<file path="config.mk">
export PLATFORM = sky130hd
export DESIGN_NAME = shift_unit
export DESIGN_NICKNAME = d
export VERILOG_FILES = /design/src/rtl/shift_unit.sv
export SDC_FILE = /design/constraint.sdc
export NUM_CORES = 1
export LEC_CHECK = 0
export BUFFER_PORTS_ARGS = -buffer_cell sky130_fd_sc_hd__buf_2
export CORE_AREA = 2 2 96 80
export CTS_BUF_LIST = sky130_fd_sc_hd__clkbuf_8
export DETAILED_ROUTE_END_ITERATION = 12
export DIE_AREA = 0 0 98 82
export HOLD_SLACK_MARGIN = 0.03
export PLACE_DENSITY = 0.57
export REMOVE_ABC_BUFFERS = 1
export SLEW_MARGIN = 30
export SYNTH_ARGS = -nofsm -noshare
export SYNTH_HDL_FRONTEND = slang
export SYNTH_SLANG_ARGS = --single-unit
export TNS_END_PERCENT = 50
</file>
<file path="constraint.sdc">
create_clock -name clk -period 2 [get_ports clk]
set_clock_uncertainty 0.15 [all_clocks]
set_input_delay 0.1 -clock clk [delete_from_list [all_inputs] [get_ports clk]]
set_output_delay 0.1 -clock clk [all_outputs]
set_load 0.01 [all_outputs]
</file>
<file path="src/rtl/shift_unit.sv">
// Multicycle shift register: loads a word, then shifts it one bit per cycle as set by sr_ctrl/sr_n.
// Define SHIFT_UNIT_ROTATE_EN to enable ROR/ROL (codes 101/110); otherwise those codes act as NOP.
module shift_unit #(
  parameter int WIDTH   = 32,
  parameter int SHAMT_W = 5
) (
  input  logic               clk,
  input  logic               rst,
  input  logic [2:0]         sr_ctrl,
  input  logic [SHAMT_W-1:0] sr_n,
  input  logic [WIDTH-1:0]   data_in,
  output logic [WIDTH-1:0]   data_out,
  output logic               busy,
  output logic               done
);

  typedef enum logic [1:0] {IDLE, SHIFT, DONE} state_t;

  localparam logic [2:0] OP_LOAD = 3'b001;
  localparam logic [2:0] OP_SLL  = 3'b010;
  localparam logic [2:0] OP_SRL  = 3'b011;
  localparam logic [2:0] OP_SRA  = 3'b100;
  localparam logic [2:0] OP_ROR  = 3'b101;
  localparam logic [2:0] OP_ROL  = 3'b110;

  state_t               state, state_next;
  logic [WIDTH-1:0]     data_q, data_next;
  logic [SHAMT_W-1:0]   count, count_next;
  logic [2:0]           op, op_next;
  logic                 is_shift;

  always_comb begin
    is_shift = 1'b0;
    case (sr_ctrl)
      OP_SLL, OP_SRL, OP_SRA: is_shift = 1'b1;
`ifdef SHIFT_UNIT_ROTATE_EN
      OP_ROR, OP_ROL:         is_shift = 1'b1;
`endif
      default:                is_shift = 1'b0;
    endcase
  end

  // op is latched at accept so mid-shift changes on sr_ctrl/sr_n cannot disturb the result
  always_comb begin
    state_next = state;
    data_next  = data_q;
    count_next = count;
    op_next    = op;
    case (state)
      IDLE: begin
        if (sr_ctrl == OP_LOAD) begin
          data_next  = data_in;
          state_next = DONE;
        end else if (is_shift) begin
          op_next = sr_ctrl;
          if (sr_n != '0) begin
            count_next = sr_n;
            state_next = SHIFT;
          end else begin
            state_next = DONE;
          end
        end
      end
      SHIFT: begin
        case (op)
          OP_SLL:  data_next = {data_q[WIDTH-2:0], 1'b0};
          OP_SRL:  data_next = {1'b0, data_q[WIDTH-1:1]};
          OP_SRA:  data_next = {data_q[WIDTH-1], data_q[WIDTH-1:1]};
`ifdef SHIFT_UNIT_ROTATE_EN
          OP_ROR:  data_next = {data_q[0], data_q[WIDTH-1:1]};
          OP_ROL:  data_next = {data_q[WIDTH-2:0], data_q[WIDTH-1]};
`endif
          default: data_next = data_q;
        endcase
        count_next = count - SHAMT_W'(1);
        if (count == SHAMT_W'(1)) state_next = DONE;
      end
      DONE: begin
        state_next = IDLE;
      end
      default: begin
        state_next = IDLE;
      end
    endcase
  end

  always_ff @(posedge clk) begin
    if (rst) begin
      state  <= IDLE;
      data_q <= '0;
      count  <= '0;
      op     <= '0;
    end else begin
      state  <= state_next;
      data_q <= data_next;
      count  <= count_next;
      op     <= op_next;
    end
  end

  assign data_out = data_q;
  assign busy     = (state == SHIFT);
  assign done     = (state == DONE);

endmodule

</file>
==> summary.md <==
| Metric | Value |
|---|---|
| Outcome | finished, final reports clean |
| Synth top cells by count | nor2_1 (43), dfxtp_1 (42), nand2b_1 (34), mux2i_1 (32), a32o_1 (30) |
| Reg2reg start | state[1] |
| Number of global-route vias before repair | 2162 |
| F_max | 536 MHz |
| CTS clk-pin slew, worst paths | 80 ps |
| Final hold vios | 0 |
| Number of port buffers | 75 |
| Synth Area in Compound Gates | 21.6% |
| Period utilization | 93.3% |
| Synth warn | 0 |
| Largest family of logic cells by synthesized area | compound AO/OA/AOI/OAI gates |
| Total gr overflow | 0 |
| Mapped Area | 2400 um^2 |
| Buf/Inv on CP | 2 |
| Critical Setup Path Class | input pin to flip-flop |
| CTS tree | done |
| Placed insts | 416 |
| Crit start category | input pin |
| CTS max path bufs | 2 |
| Tot GR Track Use | 15.7% |
| WP data required | 2080 ps |
| CP endpoint kind | flip-flop |
| Hold Crit Depth | 3 |
| DRC | 0 |
| Pleak | 1.69 nW |
| Place WS | -42.7 ps |
| Area growth syn-to-layout | 41.1% |
| Root buffer cell | clkbuf_8 |
| Yosys top cell area share | 35.1% |
| Slew Limit Headroom | 68.1% |
| Routability congestion estimate | 0.844 |
| Io pins | 76 |
| TritonRoute pass-1 iters | 4 |
| Mux cell area share after synthesis | 13.4% |
| Worst min path class | input pin to flip-flop |
| Post-synthesis xor/xnor area fraction | 1.10% |
| Post-Layout Cell Count | 462 |
| Largest net degree at the start of global routing | 50 |
| Fin Hold WS | 27.3 ps |
| Reg2Reg Depth | 4 |
| Hold EP | data_out[7] |
| Initial DRC count | 138 |
| Sink Count | 42 |
| Dominant synthesized flop cell | dfxtp_1 |
| Initial Utilization | 33.7% |
| Critical path's top delay family | simple AND/OR/NAND/NOR gates |
| Setup TNS | 0 ps |
| Dpl hpwl | 4360 um |
| Final Max Tran Viols | 0 |
| Routed Antenna Nets | 0 |
| Final setup viols | 0 |
| N_diodes | 0 |
| RSZ-0062 raised after global routing | false |
| # nets final | 415 |
| Clock latency on the worst-skew pair | 290 ps |
| Power, Total | 2.59 mW |
| Synth top area cells | dfxtp_1 (35%), mux2i_1 (13%), a32o_1 (13%) |
| CP max FO | 15 |
| Share of cells above drive strength 1 | 29.6% |
| Netlist cell types | 43 |
| Placed Area | 2910 um^2 |
| Hold Path Origin | data_in[7] |
| Synth Area in Simple Gates | 21.5% |
| Seq cells post-synth | 42 |
| Design area | 3380 um^2 |
| PwrDens | 765 nW/um^2 |
| Htree depth | 2 |
| Via count | 2320 |
| Avg Cell Area, Syn | 9.33 um^2 |
| Count leader, synth | nor2_1 |
| CP arrival | 1950 ps |
| FP Rows | 28 |
| Routed WL | 6520 um |
| Die W | 98 um |
| Adder-Cell Fraction of Synth Area | 1.04% |
| Die area | 8040 um^2 |
| Crit-path max cell delay | 540 ps |
| Via density per instance | 5.02 |
| Crit-path cells | dlygate4sd3_1, buf_2, nor4b_2, o32a_2, nor2b_4, a32o_1 |
| Initial antenna violation count | 0 |
| Tmin final | 1870 ps |
| Max_cap viols | 0 |
| Slew @ Worst Pin | 473 ps |
| Reg2Reg Setup Slack | 210 ps |
| R2r endpoint | data_out[7] |
| Asr flop ratio synth | 0% |
| WL/cell | 14.1 um |
| Cts bufs inserted | 5 |
| Sequential share of the synthesized area | 35.1% |
| Layout Utilization | 47.6% |
| EDFF count, synth | 0 |
| Core footprint | 7110 um^2 |
| Die Ht | 82 um |
| Final worst slack | 133 ps |
| Synth area leader | dfxtp_1 |
| Cells after synthesis | 257 |
| VDD IR max | 0.295 mV |
| Crit path max-delay cell type | dlygate4sd3_1 |
| First-pass GRT wire length | 10200 um |
==> worst max-delay path by stage <==
stage | start | slack [ps] | cells past startpoint | to
2_1_floorplan | state[1] | -1630 | 5 | data_out[10]
3_3_place_gp | op[0] | 40 | 4 | data_out[27]
3_5_place_dp | state[1] | -40 | 4 | data_out[7]
4_1_cts | sr_ctrl[2] | 110 | 6 | data_out[7]
5_1_grt | sr_ctrl[2] | 5 | 6 | data_out[2]
6_report | sr_ctrl[2] | 130 | 6 | data_out[7]
==> flip-flops by register name (all words and copies together), names as in the netlist <==
name / count
data_out: 32
state: 2
count: 5
op: 3
==> area by class of cell <==
type / instances / area (um^2)
clock buffer: 6 / 82.6
clock inverter: 2 / 8.76
fill: 709 / 3730
inverter: 6 / 25.0
multi-input combinational: 191 / 1430
sequential: 42 / 841
tap: 90 / 113
timing repair buffer: 125 / 881
==> worst reg2reg max path: stages (launching register included) <==
cell and delay [ps]:
dfxtp_1 350, nor4b_2 340, o32a_2 250, nor2b_4 420, a32o_1 240
==> logic make-up (layout without fill, tap and decap cells) <==
| kind of cell | count (synthesis) | count (layout) |
|---|---|---|
| buffers and inverters | 25 | 139 |
| AO/OA/AOI/OAI | 57 | 57 |
| flip-flops | 42 | 42 |
| AND/OR/NAND/NOR | 96 | 97 |
| XOR/XNOR | 3 | 3 |
| adder cells (fa/ha/maj) | 2 | 2 |
| multiplexers | 32 | 32 |
==> placed cells by master (no fill, tap or decap), types with 2 or more instances in the layout <==
cell type      instances
nor2b_4                2
buf_2                 75
o21ai_0                2
buf_12                 3
nor2b_1                2
nor3b_1                3
mux2i_1               32
xnor2_1                3
a211oi_1               2
nand3b_1               2
dlygate4sd3_1         37
nand2b_1              33
nand2_1                3
ha_1                   2
dfxtp_1               42
clkbuf_8               6
buf_4                 10
nor2_1                42
inv_1                  5
o221a_1                2
a21oi_1                9
a32o_1                30
==> routing by layer <==
layer  wire (um)  up-vias  global-route usage, %
li1            -     1172                      -
met5           0        -                      0
met2        3080       48                   26.4
met4          84        0                   5.56
met1        3090     1094                   20.2
met3         260        6                   3.06
==> what timing repair did <==
action                                  in CTS  in global routing
buffers inserted                             0                  0
hold buffers                                37                  0
endpoints found under the hold margin       37                  0
gates resized for setup                      1                  0
endpoints found under the setup margin      30                  0
==> power by group <==
| group | switching [mW] | internal [mW] |
|---|---|---|
| Sequential | 0.106 | 0.957 |
| Clock | 0.291 | 0.274 |
| Combinational | 0.487 | 0.474 |
| Total | 0.884 | 1.71 |
Note: power is estimated with default switching activity, not from simulation.
